`src/rtl/arith_exec_unit_if.sv`:
```
// ---------------------------------------------------------------------------
// arith_exec_unit_if
// Issue / writeback bus of the arithmetic execute unit.
//   issue side : issue_valid, issue_ready, aluop, w_src, port_a, port_b,
//                csr_rdata, reg_file_wdata, rd, j_sel, pc, imm_UJ_ext,
//                imm_I_ext, flush
//   writeback  : wb_valid, wb_rd, wb_data, wb_target, illegal
// master = issuing pipeline, slave = arith_exec_unit.
// ---------------------------------------------------------------------------
interface arith_exec_unit_if #(
  parameter int XLEN = 32
);
  logic            issue_valid;
  logic            issue_ready;
  logic [3:0]      aluop;
  logic [1:0]      w_src;
  logic [XLEN-1:0] port_a;
  logic [XLEN-1:0] port_b;
  logic [XLEN-1:0] csr_rdata;
  logic [XLEN-1:0] reg_file_wdata;
  logic [4:0]      rd;
  logic            j_sel;
  logic [XLEN-1:0] pc;
  logic [XLEN-1:0] imm_UJ_ext;
  logic [XLEN-1:0] imm_I_ext;
  logic            flush;
  logic            wb_valid;
  logic [4:0]      wb_rd;
  logic [XLEN-1:0] wb_data;
  logic [XLEN-1:0] wb_target;
  logic            illegal;

  modport master (
    output issue_valid, aluop, w_src, port_a, port_b, csr_rdata,
           reg_file_wdata, rd, j_sel, pc, imm_UJ_ext, imm_I_ext, flush,
    input  issue_ready, wb_valid, wb_rd, wb_data, wb_target, illegal
  );

  modport slave (
    input  issue_valid, aluop, w_src, port_a, port_b, csr_rdata,
           reg_file_wdata, rd, j_sel, pc, imm_UJ_ext, imm_I_ext, flush,
    output issue_ready, wb_valid, wb_rd, wb_data, wb_target, illegal
  );
endinterface

```
`src/rtl/arith_exec_unit.sv`:
```
// ---------------------------------------------------------------------------
// arith_exec_unit
// Pipelined arithmetic execute unit. Single-cycle ALU ops, writeback-source
// selection and jump-target computation flow through STAGES register stages;
// the last stage drives the writeback port. An optional iterative multiplier
// (build macro ARITH_EXEC_MUL_EN) handles aluop 10..13 in XLEN cycles while
// the issue port is stalled, and injects its result into the last stage.
//
// Ports:
//   CLK  - clock
//   RST  - synchronous active-high reset
//   bus  - arith_exec_unit_if.slave (issue handshake, operands, flush,
//          writeback result)
//
// Parameters: XLEN (32 or 64), STAGES (1..4).
// ---------------------------------------------------------------------------
module arith_exec_unit #(
  parameter int XLEN   = 32,
  parameter int STAGES = 1
) (
  input  logic             CLK,
  input  logic             RST,
  arith_exec_unit_if.slave bus
);
  localparam int SHW = $clog2(XLEN);

  logic                   w_ready;
  logic                   w_acc;
  logic                   w_is_mul;
  logic                   w_ill;
  logic                   w_mul_busy;
  logic                   w_mul_done;
  logic [XLEN-1:0]        w_alu;
  logic [XLEN-1:0]        w_wbsel;
  logic [XLEN-1:0]        w_target;
  logic [XLEN-1:0]        w_jalr_sum;
  logic [XLEN-1:0]        w_mul_wb;
  logic [XLEN-1:0]        w_mul_tgt;
  logic [4:0]             w_mul_rd;
  logic [SHW-1:0]         w_shamt;
  logic signed [XLEN-1:0] w_a_s;
  logic signed [XLEN-1:0] w_b_s;
  logic signed [XLEN-1:0] w_sra;

  logic                   r_vld_p  [STAGES];
  logic [4:0]             r_rd_p   [STAGES];
  logic [XLEN-1:0]        r_data_p [STAGES];
  logic [XLEN-1:0]        r_tgt_p  [STAGES];
  logic                   r_ill_p  [STAGES];

  assign w_ready = !RST && !bus.flush && !w_mul_busy;
  assign w_acc   = bus.issue_valid && w_ready;

  // ---- issue: operand decode and single-cycle ALU ----
  assign w_shamt = bus.port_b[SHW-1:0];
  assign w_a_s   = bus.port_a;
  assign w_b_s   = bus.port_b;
  assign w_sra   = w_a_s >>> w_shamt;

  always_comb begin
    w_alu    = '0;
    w_ill    = 1'b0;
    w_is_mul = 1'b0;
    case (bus.aluop)
      4'd0:  w_alu = bus.port_a + bus.port_b;
      4'd1:  w_alu = bus.port_a - bus.port_b;
      4'd2:  w_alu = bus.port_a << w_shamt;
      4'd3:  w_alu = bus.port_a >> w_shamt;
      4'd4:  w_alu = w_sra;
      4'd5:  w_alu = bus.port_a & bus.port_b;
      4'd6:  w_alu = bus.port_a | bus.port_b;
      4'd7:  w_alu = bus.port_a ^ bus.port_b;
      4'd8:  w_alu = {{(XLEN-1){1'b0}}, (w_a_s < w_b_s)};
      4'd9:  w_alu = {{(XLEN-1){1'b0}}, (bus.port_a < bus.port_b)};
      4'd10, 4'd11, 4'd12, 4'd13: begin
`ifdef ARITH_EXEC_MUL_EN
        w_is_mul = 1'b1;
`else
        w_ill    = 1'b1;
`endif
      end
      default: w_ill = 1'b1;
    endcase
  end

  always_comb begin
    case (bus.w_src)
      2'd0:    w_wbsel = bus.csr_rdata;
      2'd1:    w_wbsel = w_alu;
      default: w_wbsel = bus.reg_file_wdata;
    endcase
  end

  // JALR clears bit 0 of the sum; JAL target is used as-is.
  assign w_jalr_sum = bus.port_a + bus.imm_I_ext;
  assign w_target   = bus.j_sel ? (bus.pc + bus.imm_UJ_ext)
                                : {w_jalr_sum[XLEN-1:1], 1'b0};

`ifdef ARITH_EXEC_MUL_EN
  typedef enum logic [1:0] {
    S_IDLE = 2'd0,
    S_RUN  = 2'd1,
    S_DONE = 2'd2
  } mul_state_t;

  mul_state_t        r_state;
  mul_state_t        w_state_nxt;
  logic              w_mul_start;
  logic              w_last;
  logic              w_a_neg;
  logic              w_b_neg;
  logic [XLEN-1:0]   w_a_mag;
  logic [XLEN-1:0]   w_b_mag;
  logic [XLEN:0]     w_sum;
  logic [2*XLEN-1:0] w_prod_nxt;
  logic [2*XLEN-1:0] w_prod_fin;
  logic [XLEN-1:0]   w_mul_res;

  // {high accumulator, remaining multiplier bits}; multiplier shifts out
  // of the bottom as the accumulator shifts in from the top.
  logic [2*XLEN-1:0] r_prod;
  logic [XLEN-1:0]   r_mcand;
  logic [SHW-1:0]    r_cnt;
  logic              r_neg;
  logic              r_hi;
  logic              r_wsrc_alu_m;
  logic [XLEN-1:0]   r_alt_m;
  logic [XLEN-1:0]   r_tgt_m;
  logic [4:0]        r_rd_m;

  assign w_mul_start = w_acc && w_is_mul;
  assign w_last      = (r_cnt == SHW'(XLEN-1));
  assign w_mul_busy  = (r_state == S_RUN);
  assign w_mul_done  = (r_state == S_RUN) && w_last;

  always_ff @(posedge CLK) begin
    if (RST || bus.flush) r_state <= S_IDLE;
    else                  r_state <= w_state_nxt;
  end

  always_comb begin
    w_state_nxt = r_state;
    case (r_state)
      S_IDLE:  if (w_mul_start) w_state_nxt = S_RUN;
      S_RUN:   if (w_last)      w_state_nxt = S_DONE;
      S_DONE:  w_state_nxt = w_mul_start ? S_RUN : S_IDLE;
      default: w_state_nxt = S_IDLE;
    endcase
  end

  // Sign-magnitude multiply: unsigned shift-add of magnitudes, then negate
  // the full 2*XLEN product when exactly one signed operand is negative.
  assign w_a_neg = (bus.aluop != 4'd13) && bus.port_a[XLEN-1];
  assign w_b_neg = ((bus.aluop == 4'd10) || (bus.aluop == 4'd11)) && bus.port_b[XLEN-1];
  assign w_a_mag = w_a_neg ? (~bus.port_a + 1'b1) : bus.port_a;
  assign w_b_mag = w_b_neg ? (~bus.port_b + 1'b1) : bus.port_b;

  assign w_sum      = {1'b0, r_prod[2*XLEN-1:XLEN]} + {1'b0, (r_prod[0] ? r_mcand : '0)};
  assign w_prod_nxt = {w_sum, r_prod[XLEN-1:1]};
  assign w_prod_fin = r_neg ? (~w_prod_nxt + 1'b1) : w_prod_nxt;
  assign w_mul_res  = r_hi ? w_prod_fin[2*XLEN-1:XLEN] : w_prod_fin[XLEN-1:0];

  always_ff @(posedge CLK) begin
    if (w_mul_start) begin
      r_prod       <= {{XLEN{1'b0}}, w_b_mag};
      r_mcand      <= w_a_mag;
      r_cnt        <= '0;
      r_neg        <= w_a_neg ^ w_b_neg;
      r_hi         <= (bus.aluop != 4'd10);
      r_wsrc_alu_m <= (bus.w_src == 2'd1);
      r_alt_m      <= (bus.w_src == 2'd0) ? bus.csr_rdata : bus.reg_file_wdata;
      r_tgt_m      <= w_target;
      r_rd_m       <= bus.rd;
    end else if (r_state == S_RUN) begin
      r_prod <= w_prod_nxt;
      r_cnt  <= r_cnt + 1'b1;
    end
  end

  assign w_mul_wb  = r_wsrc_alu_m ? w_mul_res : r_alt_m;
  assign w_mul_tgt = r_tgt_m;
  assign w_mul_rd  = r_rd_m;
`else
  assign w_mul_busy = 1'b0;
  assign w_mul_done = 1'b0;
  assign w_mul_wb   = '0;
  assign w_mul_tgt  = '0;
  assign w_mul_rd   = '0;
`endif

  // ---- result pipeline: stage 0 captures at accept, last stage drives wb ----
  always_ff @(posedge CLK) begin
    if (RST || bus.flush) begin
      for (int i = 0; i < STAGES; i++) r_vld_p[i] <= 1'b0;
    end else begin
      r_vld_p[0] <= w_acc && !w_is_mul;
      for (int i = 1; i < STAGES; i++) r_vld_p[i] <= r_vld_p[i-1];
      if (w_mul_done) r_vld_p[STAGES-1] <= 1'b1;
    end
  end

  always_ff @(posedge CLK) begin
    if (RST) begin
      r_rd_p[STAGES-1]   <= '0;
      r_data_p[STAGES-1] <= '0;
      r_tgt_p[STAGES-1]  <= '0;
      r_ill_p[STAGES-1]  <= 1'b0;
    end else begin
      if (w_acc && !w_is_mul) begin
        r_rd_p[0]   <= bus.rd;
        r_data_p[0] <= w_wbsel;
        r_tgt_p[0]  <= w_target;
        r_ill_p[0]  <= w_ill;
      end
      for (int i = 1; i < STAGES; i++) begin
        if (r_vld_p[i-1]) begin
          r_rd_p[i]   <= r_rd_p[i-1];
          r_data_p[i] <= r_data_p[i-1];
          r_tgt_p[i]  <= r_tgt_p[i-1];
          r_ill_p[i]  <= r_ill_p[i-1];
        end
      end
      // The issue stall guarantees the last stage is free when this fires.
      if (w_mul_done) begin
        r_rd_p[STAGES-1]   <= w_mul_rd;
        r_data_p[STAGES-1] <= w_mul_wb;
        r_tgt_p[STAGES-1]  <= w_mul_tgt;
        r_ill_p[STAGES-1]  <= 1'b0;
      end
    end
  end

  // ---- writeback ----
  // flush kills a result sitting in the last stage in the same cycle.
  assign bus.issue_ready = w_ready;
  assign bus.wb_valid    = r_vld_p[STAGES-1] && !bus.flush && !RST;
  assign bus.wb_rd       = r_rd_p[STAGES-1];
  assign bus.wb_data     = r_data_p[STAGES-1];
  assign bus.wb_target   = r_tgt_p[STAGES-1];
  assign bus.illegal     = r_ill_p[STAGES-1];

endmodule

```
`src/flat_wrapper.sv`:
```
// flat-port wrapper written by rule: the top's interface ports become plain ports
module arith_exec_unit_flat 
#(
  parameter int XLEN   = 32,
  parameter int STAGES = 1
)
  (CLK, RST, bus_issue_valid, bus_aluop, bus_w_src, bus_port_a, bus_port_b, bus_csr_rdata, bus_reg_file_wdata, bus_rd, bus_j_sel, bus_pc, bus_imm_UJ_ext, bus_imm_I_ext, bus_flush, bus_issue_ready, bus_wb_valid, bus_wb_rd, bus_wb_data, bus_wb_target, bus_illegal);
  arith_exec_unit_if #(.XLEN(XLEN)) bus_i ();
  input  logic CLK;
  input  logic RST;
  input wire logic [$bits(bus_i.issue_valid)-1:0] bus_issue_valid;
  input wire logic [$bits(bus_i.aluop)-1:0] bus_aluop;
  input wire logic [$bits(bus_i.w_src)-1:0] bus_w_src;
  input wire logic [$bits(bus_i.port_a)-1:0] bus_port_a;
  input wire logic [$bits(bus_i.port_b)-1:0] bus_port_b;
  input wire logic [$bits(bus_i.csr_rdata)-1:0] bus_csr_rdata;
  input wire logic [$bits(bus_i.reg_file_wdata)-1:0] bus_reg_file_wdata;
  input wire logic [$bits(bus_i.rd)-1:0] bus_rd;
  input wire logic [$bits(bus_i.j_sel)-1:0] bus_j_sel;
  input wire logic [$bits(bus_i.pc)-1:0] bus_pc;
  input wire logic [$bits(bus_i.imm_UJ_ext)-1:0] bus_imm_UJ_ext;
  input wire logic [$bits(bus_i.imm_I_ext)-1:0] bus_imm_I_ext;
  input wire logic [$bits(bus_i.flush)-1:0] bus_flush;
  output wire logic [$bits(bus_i.issue_ready)-1:0] bus_issue_ready;
  output wire logic [$bits(bus_i.wb_valid)-1:0] bus_wb_valid;
  output wire logic [$bits(bus_i.wb_rd)-1:0] bus_wb_rd;
  output wire logic [$bits(bus_i.wb_data)-1:0] bus_wb_data;
  output wire logic [$bits(bus_i.wb_target)-1:0] bus_wb_target;
  output wire logic [$bits(bus_i.illegal)-1:0] bus_illegal;
  assign bus_i.issue_valid = bus_issue_valid;
  assign bus_i.aluop = bus_aluop;
  assign bus_i.w_src = bus_w_src;
  assign bus_i.port_a = bus_port_a;
  assign bus_i.port_b = bus_port_b;
  assign bus_i.csr_rdata = bus_csr_rdata;
  assign bus_i.reg_file_wdata = bus_reg_file_wdata;
  assign bus_i.rd = bus_rd;
  assign bus_i.j_sel = bus_j_sel;
  assign bus_i.pc = bus_pc;
  assign bus_i.imm_UJ_ext = bus_imm_UJ_ext;
  assign bus_i.imm_I_ext = bus_imm_I_ext;
  assign bus_i.flush = bus_flush;
  assign bus_issue_ready = bus_i.issue_ready;
  assign bus_wb_valid = bus_i.wb_valid;
  assign bus_wb_rd = bus_i.wb_rd;
  assign bus_wb_data = bus_i.wb_data;
  assign bus_wb_target = bus_i.wb_target;
  assign bus_illegal = bus_i.illegal;
  arith_exec_unit #(.XLEN(XLEN), .STAGES(STAGES)) u_core (.CLK(CLK), .RST(RST), .bus(bus_i));
endmodule
```
`config.mk`:
```
export PLATFORM = sky130hd
export DESIGN_NAME = arith_exec_unit_flat
export DESIGN_NICKNAME = d
export VERILOG_FILES = /design/src/rtl/arith_exec_unit_if.sv /design/src/rtl/arith_exec_unit.sv /design/src/flat_wrapper.sv
export SDC_FILE = /design/constraint.sdc
export NUM_CORES = 1
export LEC_CHECK = 0
export ABC_AREA = 1
export BUFFER_PORTS_ARGS = -buffer_cell sky130_fd_sc_hd__buf_2
export CAP_MARGIN = 20
export CORE_MARGIN = 3
export CORE_UTILIZATION = 35
export DETAILED_ROUTE_END_ITERATION = 6
export HOLD_SLACK_MARGIN = 0.06
export PLACE_DENSITY = 0.56
export SYNTH_ARGS = -nofsm -noshare
export SYNTH_HDL_FRONTEND = slang
export SYNTH_SLANG_ARGS = --single-unit
```
`constraint.sdc`:
```
create_clock -name CLK -period 2.6 [get_ports CLK]
set_input_delay 0.13 -clock CLK [delete_from_list [all_inputs] [get_ports CLK]]
set_output_delay 0.13 -clock CLK [all_outputs]
set_load 0.03 [all_outputs]
```
Yosys cells after proc, flatten, opt, wreduce, memory -nomap -nowiden
Memory sizes are Yosys's and may differ from the RTL's.
Index checks and enable logic that the tools add are counted.
{ "classes": {"bitwise": 3, "shifts": 3, "magnitude_cmp": 2, "n_div": 0, "n_eq_ne": 10, "n_mux": 22, "add_sub_neg": 4, "n_mul": 0, "n_reduce_logical": 15} }
{ "op_table": {"columns": ["operator", "count"], "rows": [
  ["one-hot mux 32 bit (10 select lines)", 1],
  ["adder 32 bit", 3],
  ["2-to-1 mux 32 bit", 3],
  ["less-than comparator 32 bit", 2],
  ["one-hot mux 32 bit (2 select lines)", 1],
  ["OR reduction 32 bit", 2],
  ["bitwise AND 32 bit", 1],
  ["bitwise OR 32 bit", 1],
  ["<< shifter 32 x 5 -> 32 bit", 1],
  [">> shifter 32 x 5 -> 32 bit", 1],
  [">>> shifter 32 x 5 -> 32 bit", 1],
  ["subtractor 32 bit", 1],
  ["bitwise XOR 32 bit", 1],
  ["equality test 4 x 3 -> 1 bit (second input constant)", 4],
  ["2-to-1 mux 1 bit", 16],
  ["OR reduction 10 bit", 1],
  ["equality test 4 x 2 -> 1 bit (second input constant)", 2],
  ["equality test 4 bit (second input constant)", 2],
  ["2-to-1 mux 5 bit", 1],
  ["OR reduction 5 bit", 1],
  ["equality test 4 x 1 -> 1 bit (second input constant)", 1],
  ["logical AND 1 bit", 4],
  ["logical NOT 4 bit", 1],
  ["equality test 2 x 1 -> 1 bit (second input constant)", 1],
  ["other kinds (4)", 6]
]} }
{ "totals": {"inputBits": 240, "rom_bits": 0, "ff_bits": 0, "output_inout_bits": 72, "latchBits": 0, "mem_count": 5, "ramBits": 71} }
{ "mem_list": {"columns": ["name", "words", "width", "rd", "rd_ports_with_merged_regs", "write_ports", "line_no", "rtl"], "rows": [
  ["u_core.r_data_p", 1, 32, 1, 0, 1, "arith_exec_unit.sv:47", "logic [XLEN-1:0] r_data_p [STAGES];"],
  ["u_core.r_tgt_p", 1, 32, 1, 0, 1, "arith_exec_unit.sv:48", "logic [XLEN-1:0] r_tgt_p [STAGES];"],
  ["u_core.r_rd_p", 1, 5, 1, 0, 1, "arith_exec_unit.sv:46", "logic [4:0] r_rd_p [STAGES];"],
  ["u_core.r_ill_p", 1, 1, 1, 0, 1, "arith_exec_unit.sv:49", "logic r_ill_p [STAGES];"],
  ["u_core.r_vld_p", 1, 1, 1, 0, 1, "arith_exec_unit.sv:45", "logic r_vld_p [STAGES];"]
]} }

Longest topological paths before layout
{ "logic_depth": {"depth_word": 8, "depth_mapped": 20, "depth_no_buf": 18} }

Least setup slack after synthesis
OpenSTA, ideal clock, no wires.
{ "synth_timing": {"path_kind": "input port to flip-flop", "start": "input port bus_port_b[3]", "end": "memory u_core.r_data_p[0][0] (data pin)", "slack_ns": 0.199, "setup_ns": 0.270, "t_required_ns": 2.330, "arrival_ns": 2.131, "stages": 20, "path_cell_list": "buf_2 > inv_1 > buf_2 > buf_2 > ha_1 > buf_4 > inv_1 > nand2_1 > nand3_1 > nand2_1 > nand2_1 > nand2_1 > nand2_1 > nand3_1 > nand2_1 > nor2_1 > nor2_1 > nand2_1 > nand2_1 > a21oi_1"} }
{ "synth_between": {"elab_chain_len": 4, "elab_cells_between_ends": 8, "classes_between": "order compare: 2; shift: 3; mux: 3"} }
{ "synth_rtl": {"columns": ["element", "line_no", "rtl"], "rows": [
  ["start: declaration", "flat_wrapper.sv:15", "input wire logic [$bits(bus_i.port_b)-1:0] bus_port_b;"],
  ["less-than comparator 32 bit, or another cell as far along", "arith_exec_unit.sv:74", "4'd9: w_alu = {{(XLEN-1){1'b0}}, (bus.port_a < bus.port_b)};"],
  ["one-hot mux 32 bit (10 select lines) *", "arith_exec_unit.sv:64", "case (bus.aluop)"],
  ["one-hot mux 32 bit (2 select lines) *", "arith_exec_unit.sv:87", "case (bus.w_src)"],
  ["2-to-1 mux 32 bit (no source line) *", null, null],
  ["end: declaration", "arith_exec_unit.sv:47", null]
]} }
Mark *: on every way between the ends. The rest lies on a longest branch, timed or not.

Worst setup path after layout
{ "layout_timing": {"start": "input port bus_port_a[0]", "end": "memory u_core.r_data_p[0][0] (data pin)"} }
{ "layout_between": {"elab_chain_len": 4, "elab_cells_between_ends": 13, "classes_between": "add/sub: 2; order compare: 2; shift: 3; mux: 3; bitwise: 3"} }
{ "layout_rtl": {"columns": ["element", "line_no", "rtl"], "rows": [
  ["start: declaration", "flat_wrapper.sv:14", "input wire logic [$bits(bus_i.port_a)-1:0] bus_port_a;"],
  ["subtractor 32 bit, or another cell as far along", "arith_exec_unit.sv:66", "4'd1: w_alu = bus.port_a - bus.port_b;"],
  ["one-hot mux 32 bit (10 select lines) *", "arith_exec_unit.sv:64", null],
  ["one-hot mux 32 bit (2 select lines) *", "arith_exec_unit.sv:87", null],
  ["2-to-1 mux 32 bit (no source line) *", null, null]
]} }
Marks and branches as above.

==> impl_metrics.tcl <==
set metrics [dict create \
    cts_hold_repair.buffers 0 \
    register_area_um2 2120 \
    power.static_leakage_nw 11.2 \
    pwr_density_cell_nw_per_um2 326 \
    synthesis.area_per_instance_um2 5.53 \
    timing.critical_path.cells "buf_2, inv_1, ha_1, fa_1, nor2_1, nand2_1, nand3_1, nand2_1, nand2_1, nand2_1, nand2_1, nand3_1, nand2_1, nor2_1, nor2_1, nand2_1, nand2_1, a21oi_1" \
    grt_usage 0.322 \
    setup_repair_after_global_routing_missed_its_margin "false" \
    clk_pin_slew_ns 0.07 \
    ys_warn_count 0 \
    maximum_clock_frequency_mhz 421 \
    final_cell_count_no_fill 4173 \
    ys_async_sr_fraction 0 \
    max_slew_margin 0.355 \
    setup_viol_count_final 0 \
    ios 312 \
    grt_max_degree 75 \
    drt.antenna.violating_nets 0 \
    critical_path_peak_fanout 3 \
    vdd.ir_drop.worst_mv 0.342 \
    vias 22700 \
    cp-start-kind "input pin" \
    fillCellCount 5543 \
    required_time_at_the_endpoint_of_the_critical_path_ns 2.66 \
    synth.top_cells.by_area "sky130_fd_sc_hd__nand2_1 (21%), sky130_fd_sc_hd__nand3_1 (14%), sky130_fd_sc_hd__edfxtp_1 (12%)" \
    clock_tree.buffer_depth 2 \
    post-synth-top-count-cell "sky130_fd_sc_hd__nand2_1" \
    cts_tree "yes" \
    grt_pass1_vias 21600 \
    drt_wl_total_um 87700 \
    synth_largest_type_area_fraction 0.213 \
    cts.root.buffer_cell "sky130_fd_sc_hd__clkbuf_16" \
    hp-class "in2reg" \
    cts-resized-gates 0 \
    fin_crit_sh 0.914 \
    worst_setup_path_end_kind "flop" \
    dominant_delay_contributor_by_cell_family_on_the_critical_path "simple AND/OR/NAND/NOR gates" \
    worstSetupPathType "in2reg" \
    avgRoutedWirePerCell_um 21.0 \
    critPathBufInv 2 \
    floorplan.die.width_um 228 \
    status "finished, final reports clean" \
    design.die.area_um2 52100 \
    post_cts_buffers 0 \
    gr-total-overflow 0 \
    dieHeight_um 228 \
    multi_input_area_um2 13000 \
    antenna_violations_before_repair 2 \
    vias_per_inst 5.43 \
    drive_above_1_share 0.162 \
    ys_types 57 \
    fp-row-count 80 \
    sum_of_negative_setup_slack_ns 0 \
    cell_count_after_synthesis 3127 \
    post-route-min-period_ns 2.38 \
    drc 0 \
    synthesis_to_finish_area_growth_pct 20.1 \
    synth_seq_cells 71 \
    gpl.final_weighted_congestion 1.05 \
    critPathMostFrequentCell "sky130_fd_sc_hd__nand2_1" \
    worstHoldPathCells 3 \
    first_pass_grt_wire_length_um 130000 \
    htree_levels 3 \
    critical-path-slowest-cell "sky130_fd_sc_hd__fa_1" \
    final_hold_viol_count 0 \
    drv_cap 0 \
    worst-slew-pin-transition_ns 0.967 \
    netlist_area_um2 17300 \
    detailedPlacementHpwl_um 74800 \
    report.final.slew_viol_count 0 \
    drt_iter0_drc 2324 \
    synth-seq-area-share 0.123 \
    cts-buffers-inserted 9 \
    final_nets 3913 \
    synth_edf_count 70 \
    place.detailed.instances 4156 \
    critical_path_arrival_ns 2.44 \
    cts_sinks 71 \
    core_region_area_um2 48200 \
    number_of_nets_produced_by_synthesis 3529 \
    number_of_iterations_in_the_first_detailed_routing_pass 6 \
    post_synth_most_frequent_cells "sky130_fd_sc_hd__nand2_1 (983), sky130_fd_sc_hd__nand3_1 (484), sky130_fd_sc_hd__inv_1 (405)" \
    start_util 0.358 \
    buffer_ports.inserted 311 \
    ys_dominant_reg_cell "sky130_fd_sc_hd__edfxtp_1" \
    cp_num_cells 18 \
    worst_hold_slack_ns 0.0751 \
    cp_slowest_stage_delay_ns 0.45 \
    synth_area_leader_cell "sky130_fd_sc_hd__nand2_1" \
]
## kinds of logic after synthesis
family                   Yosys count  synth area share
AND/OR/NAND/NOR                 1855             0.460
buffers and inverters            535             0.128
AO/OA/AOI/OAI                    482             0.159
adder cells (fa/ha/maj)          162             0.119
flip-flops                        71             0.123
XOR/XNOR                          21            0.0106
multiplexers                       1          0.000579
## power breakdown
group	leakage [nW]	switching, mW	internal [mW]
sequential	0.697	0.0313	1.36
combinational	10.3	2.80	1.35
clock	0.134	0.565	0.664
total	11.2	3.39	3.37
## layout make-up
class,count,area share
diodes,1,0.000121
clock inverters,7,0.00283
inverters,417,0.0757
clock buffers,9,0.0108
flip-flops and latches,71,0.102
multi-input cells,2521,0.624
repair buffers,491,0.144
well taps,656,0.0395
## registers in the layout, summed over array words and instances (netlist names)
register,flops
u_core.r_data_p,32
u_core.r_rd_p,5
u_core.r_vld_p,1
u_core.r_tgt_p,32
u_core.r_ill_p,1
## routing by layer
layer  GRT usage  wire [um]  vias to the layer above  share of wire
met5           0         12                        -        0.00014
met4       0.131       4200                        2          0.048
met3      0.0408       7040                      169          0.080
met2       0.528      39400                     1028           0.45
met1       0.428      37100                    10400           0.42
li1            -          -                    11100              -
## path summary, 6_finish.rpt
check | slack (ns) | start | end
worst max-delay path | 0.22 | bus_port_a[0] | u_core.r_data_p[0][0]$_SDFFCE_PN0P_
worst min-delay path | 0.08 | bus_rd[2] | u_core.r_rd_p[0][2]$_SDFFCE_PN0P_
## stage by stage
stage | power [mW] | worst slack (ns) | utilization | instance area, um2
floorplan | 3.90 | 0.199 | - | 17300
global placement | 5.49 | -0.0390 | 0.424 | 20500
detailed placement | 5.47 | -0.0184 | 0.424 | 20500
CTS | 6.70 | 0.308 | 0.430 | 20800
global route | 7.22 | 0.0822 | 0.430 | 20800
finish | 6.76 | 0.224 | 0.430 | 20800
## layout by cell type, fill, tap and decap left out, drive strengths merged, types with 3 or more instances in the layout
cell    Yosys  final
nand4      37     37
edfxtp     70     70
nand3     487    487
a221oi      4      4
fa          4      4
o22ai      16     16
clkbuf     30      9
buf        88    491
o221ai      4      4
xor2       13     13
xnor2       8      8
o21bai     18     18
inv       416    421
nor4        3      3
nor3       36     36
a22oi      32     32
a21oi     233    233
a31oi      11     11
o21a        5      5
nand2     992    992
o211ai     13     13
or2         3      3
and2       13     13
ha        158    158
nor2      272    272
nand3b      7      7
o21ai     124    124
a21o       11     11
a21boi      7      7
Note: power is estimated with default switching activity, not from simulation.
